<file path="src/rtl/adc_resp_pkg.sv">
// Shared types and defaults for the serial ADC responder.
// Holds the frame FSM state encoding and the per-frame sample source selector.
// No logic lives here.
package adc_resp_pkg;

  localparam int DATA_W_DEF    = 16;
  localparam int LEAD_BITS_DEF = 4;

  // Sample source selector; the unused code 3 falls back to the external word.
  localparam logic [1:0] MODE_EXT   = 2'd0;
  localparam logic [1:0] MODE_RAMP  = 2'd1;
  localparam logic [1:0] MODE_CONST = 2'd2;

  typedef enum logic [1:0] {
    ST_IDLE,
    ST_LEAD,
    ST_DATA,
    ST_TAIL
  } state_t;

endpackage

</file>
<file path="src/rtl/edge_sync.sv">
// Synchronises one asynchronous pin into clk and flags its edges.
// Latency: SYNC_STAGES clks to the level, edge pulses are valid in the same clk as the new level.
// No backpressure; every flop resets high so an idle-high line produces no spurious edge.
module edge_sync #(
  parameter int SYNC_STAGES = 2
) (
  input  logic clk,
  input  logic rst,
  input  logic d,
  output logic lvl,
  output logic rise,
  output logic fall
);

  logic [SYNC_STAGES-1:0] sync_q;
  logic                   prev_q;

  // Synchroniser chain followed by one history flop for edge detection.
  always_ff @(posedge clk or posedge rst) begin
    if (rst) begin
      sync_q <= '1;
      prev_q <= 1'b1;
    end else begin
      sync_q <= {sync_q[SYNC_STAGES-2:0], d};
      prev_q <= sync_q[SYNC_STAGES-1];
    end
  end

  assign lvl  = sync_q[SYNC_STAGES-1];
  assign rise = lvl & ~prev_q;
  assign fall = ~lvl & prev_q;

endmodule

</file>
<file path="src/rtl/adc_serial_responder.sv">
// Serial ADC emulator: shifts LEAD_BITS zeros then a DATA_W sample out on sdo, one bit per adclk fall.
// Latency: sdo moves SYNC_STAGES+1 clks after the adclk/cs_n pin edge.
// No backpressure; the reader paces the frame and must hold each adclk phase SYNC_STAGES+2 clks.
module adc_serial_responder
  import adc_resp_pkg::*;
#(
  parameter int                DATA_W      = DATA_W_DEF,
  parameter int                LEAD_BITS   = LEAD_BITS_DEF,
  parameter logic [DATA_W-1:0] CONST_VAL   = 16'h0A00,
  parameter int                SYNC_STAGES = 2
) (
  input  logic              clk,
  input  logic              sys_rst,
  input  logic              adclk,
  input  logic              cs_n,
  output logic              sdo,
  input  logic [1:0]        mode,
  input  logic [DATA_W-1:0] ext_sample,
  input  logic [DATA_W-1:0] ramp_step,
  output logic              busy,
  output logic              frame_done,
  output logic              frame_abort,
  output logic [15:0]       frame_cnt,
  output logic [DATA_W-1:0] last_sample
);

  localparam int               CNT_W     = $clog2(LEAD_BITS + DATA_W + 1);
  localparam logic [CNT_W-1:0] LEAD_LAST = CNT_W'(LEAD_BITS > 0 ? LEAD_BITS - 1 : 0);
  localparam logic [CNT_W-1:0] DATA_LAST = CNT_W'(DATA_W - 1);

  logic cs_lvl, cs_rise, cs_fall;
  logic ad_fall, ad_lvl_unused, ad_rise_unused;

  edge_sync #(.SYNC_STAGES(SYNC_STAGES)) u_cs_sync (
    .clk (clk), .rst (sys_rst), .d (cs_n),
    .lvl (cs_lvl), .rise (cs_rise), .fall (cs_fall)
  );

  // The reader samples on adclk rise, so only the falling edge matters here.
  edge_sync #(.SYNC_STAGES(SYNC_STAGES)) u_adclk_sync (
    .clk (clk), .rst (sys_rst), .d (adclk),
    .lvl (ad_lvl_unused), .rise (ad_rise_unused), .fall (ad_fall)
  );

  state_t              state_q, state_d;
  logic [DATA_W-1:0]   shreg_q, shreg_d, sample_q, sample_d, src;
  logic [DATA_W-1:0]   ramp_q, ramp_d, last_q, last_d;
  logic [1:0]          mode_q, mode_d;
  logic [CNT_W-1:0]    bit_cnt_q, bit_cnt_d;
  logic [15:0]         cnt_q, cnt_d;
  logic                sdo_q, sdo_d, done_q, done_d, abort_q, abort_d;
  logic                armed_q, armed_d;
  logic [SYNC_STAGES:0] settle_q;
  logic                advance;

  // Synchroniser flops reset high, so cs_n is only trusted for arming once the pin has propagated through.
  always_ff @(posedge clk or posedge sys_rst) begin
    if (sys_rst) settle_q <= '0;
    else         settle_q <= {settle_q[SYNC_STAGES-1:0], 1'b1};
  end

  // Frame FSM and output registers.
  always_ff @(posedge clk or posedge sys_rst) begin
    if (sys_rst) begin
      state_q   <= ST_IDLE;
      shreg_q   <= '0;
      sample_q  <= '0;
      ramp_q    <= '0;
      last_q    <= '0;
      mode_q    <= MODE_EXT;
      bit_cnt_q <= '0;
      cnt_q     <= '0;
      sdo_q     <= 1'b0;
      done_q    <= 1'b0;
      abort_q   <= 1'b0;
      armed_q   <= 1'b0;
    end else begin
      state_q   <= state_d;
      shreg_q   <= shreg_d;
      sample_q  <= sample_d;
      ramp_q    <= ramp_d;
      last_q    <= last_d;
      mode_q    <= mode_d;
      bit_cnt_q <= bit_cnt_d;
      cnt_q     <= cnt_d;
      sdo_q     <= sdo_d;
      done_q    <= done_d;
      abort_q   <= abort_d;
      armed_q   <= armed_d;
    end
  end

  // Sample source for the frame about to start; reserved mode behaves as external.
  always_comb begin
    case (mode)
      MODE_RAMP:  src = ramp_q;
      MODE_CONST: src = CONST_VAL;
      default:    src = ext_sample;
    endcase
  end

  // Next-state logic: a cs_n rise always beats a same-clk adclk fall, and adclk is ignored while cs_n is high.
  always_comb begin
    state_d   = state_q;
    shreg_d   = shreg_q;
    sample_d  = sample_q;
    ramp_d    = ramp_q;
    last_d    = last_q;
    mode_d    = mode_q;
    bit_cnt_d = bit_cnt_q;
    cnt_d     = cnt_q;
    sdo_d     = sdo_q;
    done_d    = 1'b0;
    abort_d   = 1'b0;
    armed_d   = armed_q | (cs_lvl & settle_q[SYNC_STAGES]);
    advance   = ad_fall & ~cs_lvl;

    case (state_q)
      ST_IDLE: begin
        sdo_d = 1'b0;
        // An adclk fall in the start clk is dropped so the first bit is not skipped.
        if (cs_fall && armed_q) begin
          mode_d    = mode;
          shreg_d   = src;
          sample_d  = src;
          bit_cnt_d = '0;
          if (LEAD_BITS > 0) begin
            state_d = ST_LEAD;
          end else begin
            state_d = ST_DATA;
            sdo_d   = src[DATA_W-1];
          end
        end
      end
      ST_LEAD, ST_DATA: begin
        if (cs_rise) begin
          abort_d = 1'b1;
          sdo_d   = 1'b0;
          state_d = ST_IDLE;
        end else if (advance) begin
          if (state_q == ST_LEAD) begin
            if (bit_cnt_q == LEAD_LAST) begin
              state_d   = ST_DATA;
              bit_cnt_d = '0;
              sdo_d     = shreg_q[DATA_W-1];
            end else begin
              bit_cnt_d = bit_cnt_q + 1'b1;
            end
          end else if (bit_cnt_q == DATA_LAST) begin
            state_d = ST_TAIL;
            sdo_d   = 1'b0;
          end else begin
            shreg_d   = {shreg_q[DATA_W-2:0], 1'b0};
            sdo_d     = shreg_d[DATA_W-1];
            bit_cnt_d = bit_cnt_q + 1'b1;
          end
        end
      end
      ST_TAIL: begin
        sdo_d = 1'b0;
        if (cs_rise) begin
          done_d  = 1'b1;
          cnt_d   = cnt_q + 16'd1;
          last_d  = sample_q;
          state_d = ST_IDLE;
          if (mode_q == MODE_RAMP) ramp_d = ramp_q + ramp_step;
        end
      end
      default: state_d = ST_IDLE;
    endcase
  end

  assign sdo         = sdo_q;
  assign busy        = (state_q != ST_IDLE);
  assign frame_done  = done_q;
  assign frame_abort = abort_q;
  assign frame_cnt   = cnt_q;
  assign last_sample = last_q;

endmodule

</file>
<file path="config.mk">
export PLATFORM = sky130hd
export DESIGN_NAME = adc_serial_responder
export DESIGN_NICKNAME = d
export VERILOG_FILES = /design/src/rtl/adc_resp_pkg.sv /design/src/rtl/edge_sync.sv /design/src/rtl/adc_serial_responder.sv
export SDC_FILE = /design/constraint.sdc
export NUM_CORES = 1
export LEC_CHECK = 0
export CORE_MARGIN = 5
export CORE_UTILIZATION = 50
export DETAILED_ROUTE_END_ITERATION = 8
export PLACE_DENSITY = 0.84
export REMOVE_ABC_BUFFERS = 1
export SLEW_MARGIN = 20
export SYNTH_ARGS = -nofsm -noshare
export SYNTH_HDL_FRONTEND = slang
export SYNTH_SLANG_ARGS = --single-unit
</file>
<file path="constraint.sdc">
create_clock -name clk -period 3.6 [get_ports clk]
set_input_delay 0.36 -clock clk [delete_from_list [all_inputs] [get_ports clk]]
set_output_delay 0.36 -clock clk [all_outputs]
set_load 0.02 [all_outputs]
</file>
After elaboration in Yosys (flattened, before gate mapping). Cells that the tools add are included.

$add $sub $neg: 3. Eq/ne operators: 18. Muxes and demuxes: 31. Bitwise logic cells: 9. Reduce and logical (&&, ||, !) cells: 13.

Operator list (number): $mux W16 (5); $pmux W16 S2 (2); $mux W5 (6); $add A16 B1 Y16 const B (1); $add A16 B16 Y16 (1); $mux W2 (7); $ne A2 B2 Y1 const B (6); $pmux W5 S2 (1); $reduce_and A5 Y1 (2); $mux W1 (8); $ne A4 B4 Y1 const B (2); $eq A2 B1 Y1 const B (3); $eq A2 B2 Y1 const B (3); $ne A3 B3 Y1 const B (2); $pmux W2 S3 (1); $reduce_and A2 Y1 (3); $reduce_and A6 Y1 (1); $add A5 B1 Y5 const B (1); $and A1 B1 Y1 (5); $eq A5 B2 Y1 const B (1); $eq A5 B4 Y1 const B (1); $reduce_bool A2 Y1 (2); $reduce_or A2 Y1 (2); $not A1 Y1 (3); other kinds (5) (5).

Register bits after elaboration: 102. Output and inout port bits: 36. Logic and storage cells: 91.

Longest topological paths before layout. Gate-level depths: netlist of the first run.

Depth after elaboration: 6. Gate-level depth with buffers: 10. Mapped depth without buffers: 9.

Cells and area by module. A second synthesis of the first run with hierarchy kept.

Cells, all modules: 545. Area total of the unflattened synthesis: 5007.3 um^2.

By module, submodules not included: adc_serial_responder (times used 1, cells each 533, area an instance 4812.1 um^2, sequential area each 2402.3 um^2); edge_sync (times used 2, cells each 6, area an instance 97.6 um^2, sequential area each 78.8 um^2).

Least setup slack after synthesis of the first run. OpenSTA, ideal clock, no wires.

Path type: register to register. From: reg ramp_q[0]. To: reg ramp_q[14]. Arrival: 2.064 ns. Required time: 3.466 ns. Slack: 1.402 ns. Cell stages (with the launch flop): 9. Buffers on the path: 0. Period minus slack after synthesis: 2.198 ns. Cells stage by stage: dfrtp_1 > ha_1 > fa_1 > a21o_1 > a311oi_1 > o31a_1 > o221ai_1 > xnor2_1 > o21ai_0.

Cells in the longest elaborated chain, start to end: 1.

RTL lines: from (decl) (RTL line adc_serial_responder.sv:47) `logic [DATA_W-1:0] ramp_q, ramp_d, last_q, last_d;`; from (signal assigned) (RTL line adc_serial_responder.sv:81) `ramp_q <= ramp_d;`; $add A16 B16 Y16 (RTL line adc_serial_responder.sv:166) `if (mode_q == MODE_RAMP) ramp_d = ramp_q + ramp_step;`.

No other way between the ends. A chain may end at the register's enable or synchronous reset.

Worst setup path after layout of the first run.
From: reg u_cs_sync.prev_q. To: reg ramp_q[13].

Cells in the longest elaborated chain, start to end: 3.

RTL lines: from (decl) (RTL line edge_sync.sv:16) `logic prev_q;`; from (signal assigned) (RTL line edge_sync.sv:25) `prev_q <= sync_q[SYNC_STAGES-1];`; $not A1 Y1 (RTL line edge_sync.sv:30) `assign rise = lvl & ~prev_q;`; $and A1 B1 Y1 (RTL line edge_sync.sv:30); $reduce_and A3 Y1 (no source line).

No other way between the ends.

==> impl_metrics.csv, run 1 <==
group,metric,value,unit
floorplan,core,9729,um2
final_layout,syn_to_final_growth,20.46,%
timing,clock.fmax,360.0,MHz
critical_path,critPathMaxFanout,32,
grt,grt_pass1_wl,18240,um
synth,synth_top_area_cell,"dfrtp_1",
clock_tree,ctsLongestPathBuffers,2,
placed_design,port_buffers,73,
floorplan,initial_core_util,50.91,%
final_layout,fill_cells,814,
timing,setup_viol,0,
clock_tree,cts.reportedPaths.clkPinSlew,0.10,ns
grt,busiest_layer,"met2",
grt,use_met3,3.112,%
grt,gr-total-overflow,0,
floorplan,dieArea,12000,um2
hold_path,worstHoldPathType,"input pin to asynchronous set/reset pin",
timing,drv_slew,0,
critical_path,crit_arrival,3.04,ns
clock_tree,cts_root_buf,"clkbuf_8",
grt,grt_pass1_vias,3979,
grt,use_met1,24.55,%
floorplan,die_y,109.5,um
power_and_ir_drop,p_sw_share,41.72,%
timing,worstMarginPinSlew,0.9135,ns
power_and_ir_drop,power_frac_comb,45.1,%
synth,seq_area_frac_synth,51.68,%
grt,grt_max_degree,84,
clock_tree,cts.sinks,102,
floorplan,rows,36,
power_and_ir_drop,ir_worst_vdd,0.0003492,V
final_layout,fin_cells,735,
critical_path,cpMaxStageDelayCell,"or2_1",
drt,dr.pass1.iters,5,
synth,synth_edf_count,0,
critical_path,path_class,"flip-flop to flip-flop",
synth,synth_most_common_cell,"nand2_1",
final_layout,final_util,61.33,%
power_and_ir_drop,clkPwrFrac,14.7,%
synth,yosys_warnings,0,
power_and_ir_drop,power_frac_seq,40.2,%
grt,use_met2,32.08,%
clock_tree,insertion_delay,0.37,ns
final_layout,seqCellArea,2560,um2
clock_tree,cts_buffers,9,
job,cap_violations,0,
floorplan,io_pins,74,
drt,wire_per_inst,14.49,um
power_and_ir_drop,power_density,759.4,nW/um2
timing,post-route-period-util,77.16,%
grt,antenna_found_initial,0,
critical_path,end_kind,"flip-flop",
timing,finalHoldViolCount,0,
drt,wl,10650,um
synth,synthesis.area,4954,um2
clock_tree,cts_htree_levels,3,
synth,synth_top_cell_area_share,48.50,%
final_layout,finalNetCount,659,
timing,setup_tns,0,ns
synth,synthFlopType,"dfrtp_1",
drt,routed-via-count,3983,
timing,slew_headroom,39.10,%
synth,synth.area.top_cells,"dfrtp_1 48%, nand2_1 9.7%, ha_1 5.8%",
drt,drc,0,
critical_path,worstPathCellList,"nand2b_1 > or2_1 > clkinv_4 > nand3b_2 > o21ai_0 > a211o_1",
drt,ant_nets,0,
grt,grt.total_usage,19.12,%
final_layout,antenna_cells,0,
clock_tree,cts_hold_buffers,0,
synth,ys_ff_latch,102,
placed_design,placed_cells,719,
power_and_ir_drop,static-leakage-power,2.694,nW
drt,drtIter0Drc,254,
critical_path,worstPathRequired,3.87,ns
floorplan,die_w,109.5,um
timing,skew,0.01165,ns
run_status,status,"complete, no violations",
clock_tree,cts_resized,0,
critical_path,start_kind,"flip-flop",
timing,rsz0062_at_grt,"no",
clock_tree,cts_setup_buffers,0,
drt,viasPerCell,5.419,
final_layout,multiInputGateArea,2235,um2
power_and_ir_drop,power.internal,2.641,mW
clock_tree,cts_tree,"yes",
synth,synthDistinctLibCells,52,
power_and_ir_drop,switching_power,1.890,mW
synth,synthCells,534,
synth,async_flop_share,100.0,%
placed_design,dp_hpwl,7784,um
synth,synthTopCellsByCount,"128 x nand2_1, 96 x dfrtp_1, 46 x a21oi_1, 40 x o21ai_0, 37 x nor2_1",
critical_path,cp_slowest_stage_delay,0.61,ns
final_layout,drive_above_1_share,5.648,%
synth,syn_avg_cell_area,9.276,um2
timing,period_needed,2.778,ns
placed_design,globalplace.congestion,0.9346,
## final cells by class
| cell class | instances | share of cell area, % |
|---|---|---|
| Clock buffer | 9 | 2.076 |
| Clock inverter | 7 | 1.007 |
| Inverter | 11 | 0.8178 |
| Multi-Input combinational cell | 396 | 37.45 |
| Sequential cell | 102 | 42.90 |
| Tap cell | 133 | 2.789 |
| Timing Repair Buffer | 77 | 12.96 |
## registers in the layout, indices dropped and copies added, names as in the netlist, 2 cells and up
register and count:
u_adclk_sync.sync_q 2, state_q 2, shreg_q 16, ramp_q 16, mode_q 2, u_cs_sync.sync_q 2, settle_q 3, sample_q 16
last_sample 16, bit_cnt_q 5, frame_cnt 16
## layout by cell type (no fill, tap or decap), types with 3 or more instances in the layout
| master | netlist | final |
|---|---|---|
| inv_1 | 10 | 9 |
| a22oi_1 | 7 | 7 |
| nand4_1 | 6 | 6 |
| nand2b_1 | 4 | 4 |
| clkbuf_8 | 0 | 9 |
| a21oi_1 | 46 | 46 |
| mux2_2 | 3 | 3 |
| dfstp_2 | 6 | 6 |
| nor2_1 | 37 | 37 |
| xor2_1 | 8 | 8 |
| dfrtp_1 | 96 | 96 |
| buf_4 | 1 | 3 |
| and3_1 | 4 | 4 |
| a21o_1 | 5 | 5 |
| clkdlybuf4s50_1 | 0 | 73 |
| xnor2_1 | 19 | 19 |
| o21ai_1 | 16 | 16 |
| o31ai_1 | 3 | 3 |
| nand3_1 | 9 | 9 |
| clkinv_4 | 1 | 4 |
| clkinvlp_4 | 0 | 3 |
| nor3_1 | 5 | 5 |
| nand2_1 | 128 | 128 |
| ha_1 | 23 | 23 |
| o21ai_0 | 40 | 40 |
## layer usage
| layer | wire length [um] | up-vias |
|---|---|---|
| met5 | 0 | - |
| met4 | 207 | 0 |
| met3 | 648 | 20 |
| met2 | 5299 | 144 |
| met1 | 4492 | 1881 |
| li1 | - | 1938 |
## metrics by stage
| stage | hold slack [ns] | power [mW] | cell area (um2) | worst slack [ns] |
|---|---|---|---|---|
| finish | 0.2684 | 4.531 | 5967 | 0.8222 |
| global route | 0.2861 | 4.901 | 5967 | 0.5227 |
| CTS | 0.2652 | 4.543 | 5967 | 0.8190 |
| detailed placement | 0.3347 | 3.872 | 5783 | 0.6966 |
| global placement | 0.3334 | 3.748 | 5783 | 0.7504 |
| floorplan | 0.3312 | 3.205 | 4841 | 0.5744 |
## final timing paths
kind                                  start                      to  cells after the start  slack [ns]
setup / recovery           u_cs_sync.prev_q              ramp_q[13]                      6        0.82
hold / removal                      sys_rst           frame_cnt[15]                      2        0.27
setup reg to reg           u_cs_sync.prev_q              ramp_q[13]                      6        0.82
hold reg to reg                 settle_q[1]             settle_q[2]                      0        0.36
max in group asynchronous           sys_rst  u_adclk_sync.sync_q[0]                      3        2.63
min in group clk                settle_q[1]             settle_q[2]                      0        0.36
## cell families (layout without fill, tap and decap cells)
group | after synthesis | count (layout) | share of synthesized area [%]
DFF | 102 | 102 | 51.68
buffers and inverters | 36 | 104 | 3.208
xor gates and xnor gates | 27 | 27 | 4.774
and+or+nand+nor | 205 | 205 | 17.66
other | 1 | 1 | 0.07570
AOI/OAI and AO/OA | 134 | 134 | 15.31
adders and majority gates | 24 | 24 | 6.214
muxes | 5 | 5 | 1.086
## power groups by stage
| stage | logic, mW | registers (mW) | clock network (mW) |
|---|---|---|---|
| after global placement | 1.93 | 1.82 | 0 |
| after CTS | 2.04 | 1.82 | 0.684 |
| after detailed placement | 2.03 | 1.84 | 0 |
| final | 2.04 | 1.82 | 0.665 |
| after floorplan | 1.33 | 1.87 | 0 |
| after global routing | 2.29 | 1.87 | 0.732 |
## critical path, delay by kind of cell, from the launching register on
family          cells  cell delay [ns]
compound gates      2             0.43
buf+inv             1             0.37
flops               1             0.55
simple gates        3             1.31
Power figures use the tool's default switching activity.
==> run 2, diff against run 1 <==
clock period = 2.8 ns   (was 3.6 ns; I/O delays follow)
==> run 2 against run 1 <==
  * Register-to-register slack worse by 0.43 ns
  * Sequential power is 29% higher
  * Flip-flop and latch count stayed put
  * Global-route usage is 0.29 points lower
  * Wire length hardly changed
  * First-iteration DRC count is 14% lower
  * Non-clock buffer count is 4 higher
  * Clock-buffer cell count stayed put
  * Setup slack worse by 0.43 ns
  * Maximum frequency is 15% higher
  * Clock skew hardly changed
==> impl_metrics.csv, run 2 (synthesis results as in run 1) <==
group,metric,value,unit
final_layout,syn_to_final_growth,21.60,%
drt,dr.pass1.iters,4,
final_layout,final_util,61.91,%
timing,worstMarginPinSlew,0.8738,ns
timing,rsz0062_at_grt,"no",
floorplan,die_y,109.5,um
placed_design,port_buffers,73,
critical_path,end_kind,"flip-flop",
clock_tree,ctsLongestPathBuffers,2,
critical_path,r2r-start,"ramp_q[0]",
timing,finalHoldViolCount,0,
timing,clock.fmax,415.0,MHz
grt,grt.total_usage,18.83,%
final_layout,antenna_cells,0,
critical_path,crit_arrival,2.69,ns
drt,drc,0,
clock_tree,cts_htree_levels,3,
clock_tree,insertion_delay,0.37,ns
final_layout,mostFrequentLayoutCells,"128 x nand2_1, 96 x dfrtp_1, 73 x clkdlybuf4s50_1, 46 x a21oi_1, 40 x o21ai_0",
final_layout,fin_cells,739,
drt,ant_nets,0,
clock_tree,cts_buffers,9,
power_and_ir_drop,static-leakage-power,2.733,nW
power_and_ir_drop,ir_worst_vdd,0.0004689,V
critical_path,reg2reg_depth,9,
clock_tree,cts.reportedPaths.clkPinSlew,0.11,ns
final_layout,finalNetCount,663,
floorplan,dieArea,12000,um2
critical_path,startpoint,"ramp_q[0]",
timing,setup_viol,0,
drt,viasPerCell,5.333,
timing,period_needed,2.409,ns
grt,grt_pass1_vias,4039,
grt,gr-total-overflow,0,
floorplan,initial_core_util,50.91,%
clock_tree,cts_hold_buffers,0,
clock_tree,cts_setup_buffers,0,
clock_tree,cts.sinks,102,
floorplan,rows,36,
timing,setup_ws,0.3906,ns
grt,grt_max_degree,62,
clock_tree,cts_root_buf,"clkbuf_8",
critical_path,r2r_setup_slack,0.39,ns
timing,drv_slew,0,
floorplan,die_w,109.5,um
drt,routed-via-count,3941,
placed_design,placed_cells,723,
hold_path,worstHoldPathType,"input pin to asynchronous set/reset pin",
critical_path,r2r_end,"ramp_q[14]",
clock_tree,cts_tree,"yes",
drt,drtIter0Drc,219,
drt,drt-met1-wl,4673,um
critical_path,start_kind,"flip-flop",
critical_path,cp_slowest_stage_delay,0.42,ns
timing,post-route-period-util,86.05,%
drt,wire_per_inst,14.40,um
clock_tree,cts_resized,0,
placed_design,globalplace.congestion,0.8875,
job,cap_violations,0,
floorplan,core,9729,um2
drt,top_layer,"met4",
timing,setup_tns,0,ns
grt,grt_pass1_wl,18150,um
critical_path,cpMaxStageDelayCell,"dfrtp_1",
final_layout,drive_above_1_share,6.271,%
final_layout,fill_cells,835,
critical_path,worstPathRequired,3.08,ns
placed_design,dp_slack,0.08738,ns
drt,wl,10640,um
critical_path,worstPathCellList,"ha_1 > fa_1 > a21o_1 > a311oi_1 > buf_4 > o31a_1 > o221ai_1 > xnor2_1 > o21ai_0",
power_and_ir_drop,power_density,981.3,nW/um2
grt,antenna_found_initial,0,
timing,skew,0.01193,ns
drt,wl_met3,413,um
timing,slew_headroom,41.75,%
floorplan,io_pins,74,
critical_path,path_class,"flip-flop to flip-flop",
critical_path,critPathMaxFanout,3,
final_layout,layout_commonest_cell,"nand2_1",
run_status,status,"complete, no violations",
placed_design,dp_hpwl,7888,um
timing,hold_slack,0.2903,ns
drt,dr_wl_met2,5379,um
==> run 2: worst max path at each step <==
stage | cells past startpoint | to | slack, ns
floorplan | 1 | armed_q | -0.15
global placement | 10 | ramp_q[14] | 0.14
detailed placement | 10 | ramp_q[14] | 0.09
CTS | 9 | ramp_q[14] | 0.38
global route | 7 | shreg_q[4] | 0.27
finish | 9 | ramp_q[14] | 0.39
==> run 2: worst max-delay path: cells and delay by family, from the launching register on <==
| kind | cells | cell delay [ns] |
|---|---|---|
| xor gates and xnor gates | 1 | 0.14 |
| adders and majority gates | 2 | 0.63 |
| DFF | 1 | 0.42 |
| buffers and inverters | 1 | 0.17 |
| AOI/OAI and AO/OA | 5 | 0.96 |
==> run 2: metal layers <==
metal / global-route usage (%) / vias to the layer above
met3: 2.290 / 17
li1: - / 1952
met2: 33.17 / 89
met5: 0 / -
met4: 6.500 / 0
met1: 23.94 / 1883
==> run 2: power breakdown <==
group,internal (mW),switching [mW],leakage [nW]
registers,1.98,0.364,1.28
clock network,0.360,0.575,0.105
logic,1.10,1.53,1.35
total,3.44,2.47,2.73
==> run 2: layout make-up <==
cell class | instances | area (um2) | area share (%)
clock buffers | 9 | 123.9 | 2.057
clock inverters | 7 | 86.33 | 1.433
inverters | 11 | 48.80 | 0.8101
multi-input cells | 396 | 2235 | 37.10
flip-flops and latches | 102 | 2560 | 42.50
well taps | 133 | 166.4 | 2.763
repair buffers | 81 | 803.3 | 13.34
==> run 2: stage by stage <==
stage,instance area [um2],power [mW]
global route,6023,6.376
finish,6023,5.910
global placement,5813,4.827
detailed placement,5813,4.992
CTS,6023,5.932
floorplan,4841,4.121
==> run 3, diff against run 2 <==
HOLD_SLACK_MARGIN = 0.03   (was unset)
SLEW_MARGIN = 10   (was 20)
==> results of run 3 <==
Final layout, timing and power as in run 2 (identical DEF).
==> patch: new RTL, flow settings as in run 1 <==
`SYNC_STAGES` is set to 2 in 2 places; all go to 4. Comments in the files are not updated.
--- a/src/rtl/edge_sync.sv
+++ b/src/rtl/edge_sync.sv
@@ -4,3 +4,3 @@
 module edge_sync #(
-  parameter int SYNC_STAGES = 2
+  parameter int SYNC_STAGES = 4
 ) (
--- a/src/rtl/adc_serial_responder.sv
+++ b/src/rtl/adc_serial_responder.sv
@@ -9,3 +9,3 @@
   parameter logic [DATA_W-1:0] CONST_VAL   = 16'h0A00,
-  parameter int                SYNC_STAGES = 2
+  parameter int                SYNC_STAGES = 4
 ) (
Formal check against the unedited RTL: not equivalent (Yosys sat finds a counterexample within 10 cycles, from zero or initial values and one cycle with sys_rst high).
==> patch against run 1 <==
Worst setup slack improved by 250 ps; final area up 5.5%; critical endpoint is now ramp_q[14]; sequential cell count grew 6; largest power group unchanged; area after synthesis grew 5.8%; highest routed layer unchanged; non-clock buffer count is 4 higher; total power rose by 4.7%; routed wire length rose by 4.1%; largest cell class unchanged; critical path depth increased by 2; clock power rose by 3.6%.
==> patch: results <==
min_path:
  min_delay_path_depth: 0
  hold_path.class: "flop to flop"
global_route:
  grt_pass1_wl_mm: 19.06
  grt_antenna_before_repair: 0
  grt_usage: 0.1828
  grt_pass1_vias: 4092
  grt_max_degree: 62
routing:
  drt_first_pass_iters: 5
  wire_per_inst_um: 14.65
  ant_nets: 0
  vias_per_cell: 5.427
  drt-initial-drc-count: 342
layout:
  nets: 677
  fill_cells: 864
  drive_gt1_frac: 0.09677
  antenna_cells: 0
clock_tree:
  clk_latency_ps: 370
  post_cts_resized: 0
  cts_root_buf: "clkbuf_8"
  clk_pin_slew_ps: 100
  cts_buffer_depth: 2
  cts_inserted_buffers: 9
  htree_num_levels: 3
  post_cts_buffers: 0
critical_path:
  max_stage_delay_ps: 450
  critical-path-top-delay-family: "compound AO/OA/AOI/OAI gates"
  crit_slowest_cell: "a221oi_2"
  ff2ff_path_depth: 8
  crit_fanout: 4
  cp_data_arrival_time_ps: 2770
power_and_ir_drop:
  vdd_drop_max_uv: 330.6
  swShare: 0.4176
  cellLeakagePower_nw: 2.840
run_status:
  status: "completed"
placed_design:
  dp_hpwl_mm: 8.363
  place_congestion: 0.9070
  port_buffers: 73
synth:
  synth.area.top_cells: "dfrtp_1, nand2_1, ha_1, dfstp_2, a21oi_1"
  ys_top_cells_by_count: "nand2_1, dfrtp_1, a21oi_1"
  async_reset_ff_frac: 1.000
  ys.warnings.count: 0
  ys_types: 56
  ys_seq_area_frac: 0.5181
  synth_ff_type: "dfrtp_1"
sta:
  finClkSkew_ps: 10.08
  worst_pin_slew_ps: 749.3
==> patch: power by group through the flow <==
stage	logic [W]	clock network [W]	registers, W
6_report	0.00217	0.000689	0.00188
5_1_grt	0.00242	0.000760	0.00194
4_1_cts	0.00218	0.000708	0.00188
3_5_place_dp	0.00218	0	0.00190
3_3_place_gp	0.00208	0	0.00188
2_1_floorplan	0.00143	0	0.00195
==> patch: layout make-up <==
class	instances	area, um2	share of cell area
inverter	15	58.81	0.009346
timing repair buffer	81	803.3	0.1277
clock inverter	6	55.05	0.008749
multi-input combinational	400	2362	0.3754
clock buffer	10	127.6	0.02028
tap	136	170.2	0.02704
sequential	108	2715	0.4315
==> patch: metrics by stage <==
| step | instance area (um2) | hold WS [ps] | util | worst slack, ps | cells |
|---|---|---|---|---|---|
| final | 6292 | 358.6 | 0.6122 | 1077 | 756 |
| after global routing | 6292 | 362.9 | 0.6122 | 973.6 | 756 |
| after CTS | 6292 | 360.4 | 0.6122 | 1108 | 756 |
| after detailed placement | 6110 | 335.5 | 0.5945 | 748.5 | 740 |
| after global placement | 6110 | 332.8 | 0.5945 | 798.9 | 740 |
| after floorplan | 5134 | 331.2 | - | 411.0 | 523 |
==> patch: cell families after synthesis <==
kind of cell | Yosys count | share of synthesized area
muxes | 4 | 0.007880
xor gates and xnor gates | 26 | 0.04346
adders and majority gates | 24 | 0.05874
and+or+nand+nor | 218 | 0.1860
buffers and inverters | 37 | 0.03104
AOI/OAI and AO/OA | 127 | 0.1540
DFF | 108 | 0.5181
other | 1 | 0.0007156
==> patch: path summary, 6_finish.rpt <==
check / startpoint / endpoint / slack [ps]
worst max-delay path: ramp_q[0] / ramp_q[14] / 1080
max in group asynchronous: sys_rst / shreg_q[4] / 2420
min in group asynchronous: sys_rst / frame_cnt[15] / 480
worst max register to register: ramp_q[0] / ramp_q[14] / 1080
worst min register to register: settle_q[1] / settle_q[2] / 360
worst min-delay path: settle_q[1] / settle_q[2] / 360
==> patch: metal layers <==
metal / up-vias / track usage / wire length, um
li1: 2014 / - / -
met1: 1971 / 0.2425 / 5005
met2: 103 / 0.3008 / 5371
met3: 15 / 0.03827 / 538
met4: 0 / 0.06090 / 165
met5: - / 0 / 0
